`config.mk`:
```
export PLATFORM = sky130hd
export DESIGN_NAME = rvx_input_conditioner
export DESIGN_NICKNAME = d
export VERILOG_FILES = /design/src/rtl/rvx_input_conditioner.sv
export SDC_FILE = /design/constraint.sdc
export NUM_CORES = 1
export LEC_CHECK = 0
export ABC_AREA = 1
export CAP_MARGIN = 25
export CORE_UTILIZATION = 46
export CTS_BUF_LIST = sky130_fd_sc_hd__clkbuf_4 sky130_fd_sc_hd__clkbuf_8 sky130_fd_sc_hd__clkbuf_16
export DETAILED_ROUTE_END_ITERATION = 7
export HOLD_SLACK_MARGIN = 0.03
export MAX_ROUTING_LAYER = met4
export PLACE_DENSITY = 0.77
export SLEW_MARGIN = 30
export SYNTH_ARGS = -nofsm -noshare
export SYNTH_HDL_FRONTEND = slang
export SYNTH_SLANG_ARGS = --single-unit
export TNS_END_PERCENT = 1
```
`constraint.sdc`:
```
create_clock -name clock -period 1.2 [get_ports clock]
set_input_delay 0.36 -clock clock [delete_from_list [all_inputs] [get_ports clock]]
set_output_delay 0.36 -clock clock [all_outputs]
set_load 0.02 [all_outputs]
```
`src/rtl/rvx_input_conditioner.sv`:
```
// Multi-channel input conditioner: per-channel synchronizer chain, stable-count
// debounce filter and registered rise/fall pulses for asynchronous board inputs.
module rvx_input_conditioner #(
    parameter int                    NUM_INPUTS      = 2,
    parameter int                    SYNC_STAGES     = 2,
    parameter int                    DEBOUNCE_CYCLES = 16,
    parameter logic [NUM_INPUTS-1:0] RESET_VALUE     = {NUM_INPUTS{1'b0}}
) (
    input  logic                  clock,
    input  logic                  reset,
    input  logic [NUM_INPUTS-1:0] raw_in,
    output logic [NUM_INPUTS-1:0] level,
    output logic [NUM_INPUTS-1:0] rise,
    output logic [NUM_INPUTS-1:0] fall
);

    localparam int               CNT_W    = $clog2(DEBOUNCE_CYCLES + 1);
    localparam logic [CNT_W-1:0] CNT_LAST = CNT_W'(DEBOUNCE_CYCLES - 1);

    genvar i;
    generate
        for (i = 0; i < NUM_INPUTS; i++) begin : g_chan
            logic [SYNC_STAGES-1:0] sync_chain;
            logic                   sync;
            logic [CNT_W-1:0]       count;
            logic                   level_q;
            logic                   rise_q;
            logic                   fall_q;
            logic                   accept;

            assign sync   = sync_chain[SYNC_STAGES-1];
            assign accept = (sync != level_q) && (count == CNT_LAST);

            // Plain shift chain: nothing may sit between stages of a synchronizer.
            always_ff @(posedge clock) begin
                if (reset) begin
                    sync_chain <= {SYNC_STAGES{RESET_VALUE[i]}};
                end else begin
                    sync_chain <= {sync_chain[SYNC_STAGES-2:0], raw_in[i]};
                end
            end

            // Any sample agreeing with the current level discards the partial count.
            always_ff @(posedge clock) begin
                if (reset) begin
                    count <= '0;
                end else if ((sync == level_q) || accept) begin
                    count <= '0;
                end else begin
                    count <= count + 1'b1;
                end
            end

            always_ff @(posedge clock) begin
                if (reset) begin
                    level_q <= RESET_VALUE[i];
                    rise_q  <= 1'b0;
                    fall_q  <= 1'b0;
                end else begin
                    if (accept) begin
                        level_q <= sync;
                    end
                    rise_q <= accept & sync;
                    fall_q <= accept & ~sync;
                end
            end

            assign level[i] = level_q;
            assign rise[i]  = rise_q;
            assign fall[i]  = fall_q;
        end
    endgenerate

endmodule

```
==> summary.txt <==
Status
  • Status: finished, violations left
  • Violated checks: DRC, setup timing

Route
  • Met3 WL: about 48 um
  • Vias post-DR: ~610
  • DRT antenna net count: 0
  • Drt total wl: ~1.2 mm
  • Wire length per cell: 9.81 um
  • Vias per std cell: around 4.8
  • Highest routed layer: met4
  • First DRT Iteration DRCs: 5
  • TritonRoute pass-1 iters: 6
  • Drt drc: 1
  • Met2 WL: approximately 650 um
  • DRT met1 WL: ~510 um

Timing
  • Slew HR: 90.5%
  • Worst-Margin Slew: 141 ps
  • WHS: between 400 and 500 ps
  • Finish-stage setup viols: 2
  • Fin. Hold Viols: 0
  • Setup slack after layout: -29.4 ps
  • RSZ-0062 raised after global routing: yes
  • Fin crit period: roughly 1200 ps
  • Fin Clk Skew: 9.29 ps
  • Achievable Freq: approximately 0.81 GHz
  • Fin. max-slew vios: 0
  • Final period util: 102%

Clocking
  • Clk buf depth: 2
  • CTS H-Tree Depth: 1
  • CTS clk-pin slew, worst paths: between 100 and 150 ps
  • Number of CTS-inserted buffers: 3
  • Root Driver: clkbuf_4
  • Clk_lat worst skew: about 300 ps
  • CTS tree: built
  • CTS Sinks: 20

Die
  • Die area: roughly 1900 sq um
  • FP Rows: 14
  • Chip width: roughly 44 um
  • Core Area: ~1600 sq um
  • Io pins: 10
  • Starting Density: about half
  • Die Span Y: between 40 and 50 um

Power
  • Switching Fraction: between 20% and 30%
  • Proportion of power drawn by the clock network: around 30%
  • Leak: approximately 0.0004 uW
  • VDD IR max: roughly 600 uV
  • Internal power: ~800 uW
  • Sequential power share: between 60% and 70%
  • Psw: around 220 uW
  • PwrDens: between 1000 and 1500 nW/um^2
  • Comb pwr share: about 4.3%

Finish
  • Finished Layout Cells: around 130
  • Final net count: approximately 120
  • Area delta synth->final: 22.7%
  • Final Util: between 60% and 70%
  • Antenna cell count: 0
  • Layout cells sized above 1: 34.2%

GRT
  • Vias in the first global route: 571
  • Largest net degree at the start of global routing: 11
  • Overflow after GRT: 0
  • GRT Overall Usage: between 10% and 20%
  • Antenna violations before repair: 0
  • First-pass GRT wire length: 2.04 mm

Synthesis
  • Yosys top cell by area: dfxtp_1
  • Synth Cell Area: between 800 and 900 sq um
  • Top cells by area, synth: dfxtp_1 (50%), nor2_1 (9.3%), inv_1 (6.5%), ha_1 (6.2%), buf_4 (5.6%)
  • Synth cell types: 15
  • Syn Area/Cell: between 8 and 9 sq um
  • Yosys top cell area share: between 40% and 50%
  • Sequential share of the synthesized area: approximately half
  • Net Count, Synth: 102
  • Synthesized flop and latch total: 20
  • Synth warnings: 0
  • Cells after Synth: 94

Hold path
  • Hold WC Path Type: reg2reg
  • Worst hold start: g_chan[1].sync_chain[0]

Setup path
  • Critical Path AT: roughly 1400 ps
  • CP endpoint kind: flop
  • Reg2Reg Setup Slack: -30 ps
  • Critical path class: reg2reg
  • Crit path launch type: flop
  • Required @ worst endpoint: around 1400 ps
  • Worst-path fanout max: 3
  • Worst r2r src: g_chan[1].count[0]
  • Critical path startpoint: g_chan[1].count[0]

Placed design
  • PortBufs: 9
  • Pre-CTS WS: -98.2 ps
  • GP Congestion: about 0.82
  • # placed instances: about 120
  • DPL Wire Length: between 800 and 900 um

Run
  • Maxcap violations: 0
## critical path, cell delays in order (launching register included)
cell	delay (ps)
dfxtp_2	370
ha_4	140
nand2_1	50
nor2_1	120
ha_2	210
inv_2	50
o21ai_1	110
a21oi_1	80
## metrics by stage
step                      TNS, ps  total power, uW  cell area, sq um
final                       -38.5             1030               987
after floorplan             -18.2              715               817
after CTS                    -146             1040               952
after global routing         -587             1060               987
after detailed placement     -803              735               952
after global placement       -432              733               952
## area by class of cell
| type | instances | area, sq um |
|---|---|---|
| fill | 144 | 589 |
| clock buffer | 3 | 22.5 |
| tap | 16 | 20.0 |
| inverter | 17 | 63.8 |
| multi-input combinational | 50 | 320 |
| timing repair buffer | 21 | 155 |
| sequential | 20 | 405 |
## synthesized netlist by cell type
cell type,n
xnor2_1,2
a21oi_1,2
nand2_1,8
ha_1,4
inv_2,3
dfxtp_1,20
nand3_1,6
nand4_1,2
o21ai_0,2
buf_4,6
nor2_1,20
nand2_2,2
inv_1,14
buf_2,1
nand4_4,2
## cell families (layout without fill, tap and decap cells)
kind of cell	after synthesis	count (layout)	synth area share [%]
xor+xnor	2	2	2.18
flops	20	20	49.8
simple gates	40	40	25.2
fa+ha+maj	4	4	6.22
buf+inv	24	41	14.2
compound gates	4	4	2.49
## power by group through the flow
stage / combinational [uW] / clock (uW) / sequential (uW)
CTS: 43.5 / 316 / 677
finish: 44.1 / 305 / 678
detailed placement: 42.8 / 0 / 693
floorplan: 23.0 / 0 / 692
global route: 49.4 / 334 / 679
global placement: 41.4 / 0 / 692
## state kept, by name, summed over array words and instances (netlist names)
name,flops
g_chan.rise_q,2
g_chan.fall_q,2
g_chan.level_q,2
g_chan.sync_chain,4
g_chan.count,10
## final timing paths
check                       endpoint  depth (start not counted)
max                g_chan[1].level_q                          7
min          g_chan[1].sync_chain[1]                          2
min reg2reg  g_chan[1].sync_chain[1]                          2
max reg2reg        g_chan[1].level_q                          7
## placed cells by master, fill, tap and decap left out
master           instances
a21oi_1                  2
buf_2                    3
buf_4                   14
clkbuf_2                 1
clkbuf_4                 3
clkdlybuf4s50_1          3
dfxtp_1                 16
dfxtp_2                  4
ha_2                     2
ha_4                     2
inv_1                   12
inv_2                    5
nand2_1                  8
nand2_2                  2
nand3_1                  6
nand4_1                  2
nand4_4                  2
nor2_1                  20
o21ai_1                  2
xnor2_1                  2
## timing repair
item | 4_1_cts | 5_1_grt
buffers inserted | 0 | 2
hold buffers | 0 | 0
resized for setup | 26 | 6
pin swaps | 4 | 8
endpoints found under the setup margin | 18 | 17
## layer usage
metal	GRT usage [%]	vias to the layer above
li1	-	316
met1	15.1	275
met2	26.3	12
met3	3.75	5
met4	12.5	0
met5	-	-
Power figures use the tool's default switching activity.
==> patch 1 (same flow settings) <==
Make the reset (`reset`) asynchronous in one clocked block.
--- a/src/rtl/rvx_input_conditioner.sv
+++ b/src/rtl/rvx_input_conditioner.sv
@@ -41,7 +41,7 @@
             end
 
             // Any sample agreeing with the current level discards the partial count.
-            always_ff @(posedge clock) begin
+            always_ff @(posedge clock or posedge reset) begin
                 if (reset) begin
                     count <= '0;
                 end else if ((sync == level_q) || accept) begin
Function: no difference found for any inputs over 10 cycles, from zero or initial values and one cycle with reset high; that may be too few to reach the edited logic, so the function may still have changed.
==> patch 1 against the unedited design <==
The run ends with negative setup slack left; final area grew 12%; clock skew decreased by 0.0074 ns; setup slack worse by 0.067 ns; cell count is 12% higher; sequential cell count unchanged; area after synthesis increased by 9.0%; sequential share of layout area is 0.20 points lower; routed wire length increased by 22%; sequential power is 0.7% higher; utilization down 0.14 points; combinational power increased by 56%; via count rose by 5.3%; power up 2.1%; worst hold slack improved by 0.0046 ns; largest cell class unchanged.
==> patch 1: results (changes against the unedited design) <==
[yosys]
syn-num-nets=105  ; was 102
synth-main-ff-cell=dfxtp_1  ; unchanged
ys_top_cells_by_area=dfrtp_1, dfxtp_1, ha_1  ; was dfxtp_1, nor2_1, inv_1
postSynth.asyncResetShare_pct=50.00  ; was 0%
synthCells=95  ; was 94
synth_common_cells=inv_1, nor2_1, nand2_1  ; was dfxtp_1, nor2_1, inv_1
ys_seq_area_share_pct=51.36  ; was 49.77%

[power]
finalPower_mw=1.049  ; was 1.028 mW
seqPwrFrac_pct=65.1  ; was 66.0%
peakVddDrop_mv=0.4977  ; was 0.5974 mV
pg_comb_mw=0.0688  ; was 0.0441 mW
p_leak_nw=0.5352  ; was 0.4088 nW
intPower_mw=0.8290  ; was 0.8111 mW

[cells_and_area]
nNetsFinal=129  ; was 121
fillers=152  ; was 144
buffer_area_share_pct=16.57  ; was 15.72%
signal_buffers=25  ; was 21
nMultiInputCombCells=52  ; was 50
clock_cell_area_share_pct=2.043  ; was 2.281%
fin_util_pct=62.48  ; was 62.62%
multi_input_area_sq_um=351.6  ; was 320.3 sq um
num_antenna_cells=0  ; unchanged
dominant-cell-class=sequential cells  ; unchanged
seq_area_sq_um=450.4  ; was 405.4 sq um
drive_above_1_share_pct=38.46  ; was 34.23%

[worst_setup_path]
r2r_end=g_chan[1].count[2]  ; was g_chan[1].level_q
critPathLaunch=g_chan[1].count[1]  ; was g_chan[1].count[0]
r2r_start=g_chan[1].count[1]  ; was g_chan[1].count[0]
critPathMaxFanout=5  ; was 3
cp-end-kind=flop  ; unchanged
r2r_cells=6  ; was 7

[sta]
hold_ws_ns=0.4109  ; was 0.4063 ns
clock_skew_ns=0.001908  ; was 0.009288 ns
finalWorstSetupSlack_ns=-0.09626  ; was -0.02943 ns
setup_viol=13  ; was 2
tns_ns=-0.6600  ; was -0.03850 ns
slew-limit-headroom_pct=87.74  ; was 90.50%

[routing]
via_count=640  ; was 608
via_per_inst=4.507  ; was 4.787
firstDrtPassIters=4  ; was 6
initialDrtViolationCount=15  ; was 5
totalWireLength_mm=1.521  ; was 1.246 mm

[global_route]
grt_pass1_vias=548  ; was 571
grt_first_pass_wirelength_mm=2.187  ; was 2.035 mm
grt_start_max_net_pins=11  ; unchanged
track_usage_pct=15.92  ; was 15.64%

[place]
dp_hpwl_mm=1.097  ; was 884.9 um
port_buffers=9  ; unchanged
gp_congestion=0.7812  ; was 0.8223
place_inst=135  ; was 122
preCtsSetupSlack_ns=-0.08295  ; was -0.09824 ns
dpl_cell_area_sq_um=1046  ; was 952.2 sq um

[clock_network]
cts.path.max_buffers=2  ; unchanged

[min_path]
hold_class=flop to flop  ; unchanged
min_path_cells=2  ; unchanged

[floorplanning]
num_rows=15  ; was 14

[outcome]
failed_checks=negative setup slack  ; was design-rule violations, negative setup slack
outcome=finished, violations left  ; unchanged

==> patch 1: cell families (layout without fill, tap and decap cells) <==
family	count (synthesis)	in the layout	share of synthesized area (%)
AOI/OAI and AO/OA	2	2	1.141
buffers and inverters	23	45	12.41
xor gates and xnor gates	2	2	1.998
adders and majority gates	6	6	8.559
DFF	20	20	51.35
and+or+nand+nor	42	42	24.54
==> patch 1: critical path, stage by stage (launching register included) <==
cell and delay, ns:
dfrtp_1 0.37, ha_2 0.20, nand2_2 0.06, nor2_2 0.14, ha_2 0.20, nand3b_4 0.17, nor2_1 0.06
==> patch 1: repair_timing <==
action / CTS / global route
buffers inserted: 1 / 3
setup endpoints to repair: 20 / 18
cloned: 0 / 0
pin swaps: 3 / 4
gates resized for setup: 25 / 12
==> patch 1: metal layers <==
metal | GRT usage [%] | vias up | wire length (um)
li1 | - | 330 | -
met1 | 18.48 | 294 | 706
met2 | 24.57 | 14 | 733
met3 | 2.778 | 2 | 66
met4 | 11.52 | 0 | 15
met5 | - | - | 0
==> patch 2 (same flow settings) <==
Made on the original files. `SYNC_STAGES`: 2 -> 4.
--- a/src/rtl/rvx_input_conditioner.sv
+++ b/src/rtl/rvx_input_conditioner.sv
@@ -2,7 +2,7 @@
 // debounce filter and registered rise/fall pulses for asynchronous board inputs.
 module rvx_input_conditioner #(
     parameter int                    NUM_INPUTS      = 2,
-    parameter int                    SYNC_STAGES     = 2,
+    parameter int                    SYNC_STAGES     = 4,
     parameter int                    DEBOUNCE_CYCLES = 16,
     parameter logic [NUM_INPUTS-1:0] RESET_VALUE     = {NUM_INPUTS{1'b0}}
 ) (
Function: same outputs for any inputs over 10 cycles, from zero or initial values and one cycle with reset high; that may be too few to reach the edited logic, so the function may still have changed.
==> patch 2 against the unedited design <==
The run ends with negative setup slack left; power up 39%; sequential cell count up 4; non-clock buffer count down 1; routed wire length up 32%; area after synthesis up 14%; largest cell class unchanged; setup slack worse by 0.038 ns; highest routed layer unchanged; clock skew about the same; final area up 20%.
==> patch 2: results (changes against the unedited design) <==
[place]
port_buffers=9  ; unchanged
preCtsSetupSlack_ns=-0.09301  ; was -0.09824 ns
gp_congestion=0.7726  ; was 0.8223
dp_hpwl_mm=1.039  ; was 884.9 um

[cells_and_area]
reg_top3=g_chan.count x10, g_chan.sync_chain x8  ; was g_chan.count x10, g_chan.sync_chain x4
nNetsFinal=132  ; was 121
num_antenna_cells=0  ; unchanged
fillers=158  ; was 144
drive_above_1_share_pct=35.77  ; was 34.23%

[power]
power_density_nw_per_um2=1203  ; was 1041 nW/um^2
switching_share_pct=18.44  ; was 21.07%
peakVddDrop_mv=1.859  ; was 0.5974 mV
p_leak_nw=0.4841  ; was 0.4088 nW

[global_route]
grt_start_max_net_pins=15  ; was 11
track_usage_pct=18.38  ; was 15.64%
antenna_found_initial=0  ; unchanged
grt_first_pass_wirelength_mm=2.573  ; was 2.035 mm
grt_pass1_vias=645  ; was 571

[sta]
setup_viol=2  ; unchanged
post-route-period-util_pct=105.6  ; was 102.5%
tns_ns=-0.07227  ; was -0.03850 ns
finalWorstSetupSlack_ns=-0.06755  ; was -0.02943 ns
worst_pin_slew_ns=0.2250  ; was 0.1414 ns
clock_skew_ns=0.009416  ; was 0.009288 ns

[worst_setup_path]
path_delay_family=flip-flops  ; unchanged
critPathMaxFanout=3  ; unchanged
arrival_ns=1.50  ; was 1.43 ns
critPathMaxStageDelay_ns=0.38
cp_slowest_cell=dfxtp_2  ; unchanged

[routing]
via_per_inst=4.588  ; was 4.787
drt-wirelength-per-cell_um=11.09  ; was 9.811 um
firstDrtPassIters=3  ; was 6
initialDrtViolationCount=4  ; was 5

[yosys]
yosys_warnings=0  ; unchanged
syn-num-nets=114  ; was 102
synth_common_cells=dfxtp_1, nor2_1, inv_1  ; unchanged
ys_top_cells_by_area=dfxtp_1, nor2_1, inv_1  ; unchanged
synth.distinct_cells=14  ; was 15
ys_seq_area_share_pct=52.39  ; was 49.77%

[min_path]
hold_class=flop to flop  ; unchanged

[outcome]
failed_checks=negative setup slack  ; was design-rule violations, negative setup slack
outcome=finished, violations left  ; unchanged

[clock_network]
clk_latency_ns=0.32  ; was 0.30 ns
clk_pin_slew_ns=0.13  ; was 0.11 ns
htreeDepth=1  ; unchanged
cts.path.max_buffers=2  ; unchanged
cts_root_buf=clkbuf_4  ; unchanged

patch 2: cell types whose count changed in the layout (fill, tap and decap cells not counted), moves of 2 or more:
cell,change
buf_2,-2
dfxtp_2,+2
buf_6,+2
inv_1,+5
o21ai_1,-2
o21ai_2,+2
dfxtp_1,+2
nor2_1,+2
inv_2,-2
patch 2: kinds of logic after synthesis:
logic type / count (synthesis) / share of synthesized area, %
AND/OR/NAND/NOR: 44 / 23.74
XOR/XNOR: 2 / 1.910
AO/OA/AOI/OAI: 4 / 2.183
flip-flops: 24 / 52.39
buffers and inverters: 28 / 14.33
adder cells (fa/ha/maj): 4 / 5.457
patch 2: timing repair:
action,in CTS,in global routing
cloned,0,0
endpoints found under the setup margin,18,21
resized for setup,31,18
buffers inserted,0,0
pin swaps,4,7
patch 2: final cells by class:
cell class                      instances  area [sq um]  share of cell area [%]
Clock inverter                          1         30.03                   2.532
Tap cell                               25         31.28                   2.637
Multi-Input combinational cell         54         370.4                   31.22
Timing Repair Buffer                   20         162.7                   13.71
Inverter                               21         81.33                   6.857
Clock buffer                            3         22.52                   1.899
Sequential cell                        24         488.0                   41.14
patch 2: worst paths after layout:
| path | slack (ns) | endpoint | from | cells after the start |
|---|---|---|---|---|
| hold reg to reg | 0.42 | g_chan[0].sync_chain[2] | g_chan[0].sync_chain[1] | 2 |
| hold / removal | 0.42 | g_chan[0].sync_chain[2] | g_chan[0].sync_chain[1] | 2 |
| setup / recovery | -0.07 | g_chan[1].level_q | g_chan[1].count[0] | 6 |
| setup reg to reg | -0.07 | g_chan[1].level_q | g_chan[1].count[0] | 6 |
patch 2: power by group through the flow:
| stage | combinational (mW) | sequential (mW) | clock [mW] |
|---|---|---|---|
| after floorplan | 0.0195 | 0.827 | 0 |
| after global placement | 0.0377 | 0.827 | 0 |
| after detailed placement | 0.0389 | 0.828 | 0 |
| after CTS | 0.0399 | 0.810 | 0.592 |
| after global routing | 0.0454 | 0.812 | 0.621 |
| final | 0.0399 | 0.811 | 0.576 |
patch 2: worst reg2reg max path, stage by stage (launching register included):
cell,delay (ns)
dfxtp_2,0.38
ha_4,0.15
nand2_4,0.05
nor2_4,0.14
ha_4,0.17
nand3_1,0.11
a21oi_1,0.19
patch 2: layer usage:
layer | GRT usage [%] | vias to the layer above | share of wire, % | routed length [um]
li1 | - | 349 | - | -
met1 | 16.51 | 308 | 37 | 615
met2 | 34.17 | 14 | 53 | 874
met3 | 7.451 | 8 | 3.8 | 63
met4 | 6.286 | 0 | 5.3 | 87
met5 | - | - | 0 | 0
patch 2: metrics by stage:
stage	total power, mW	instances	cell area [sq um]
after floorplan	0.8468	106	929.6
after global placement	0.8650	144	1081
after detailed placement	0.8668	144	1081
after CTS	1.442	148	1115
after global routing	1.479	148	1186
final	1.427	148	1186
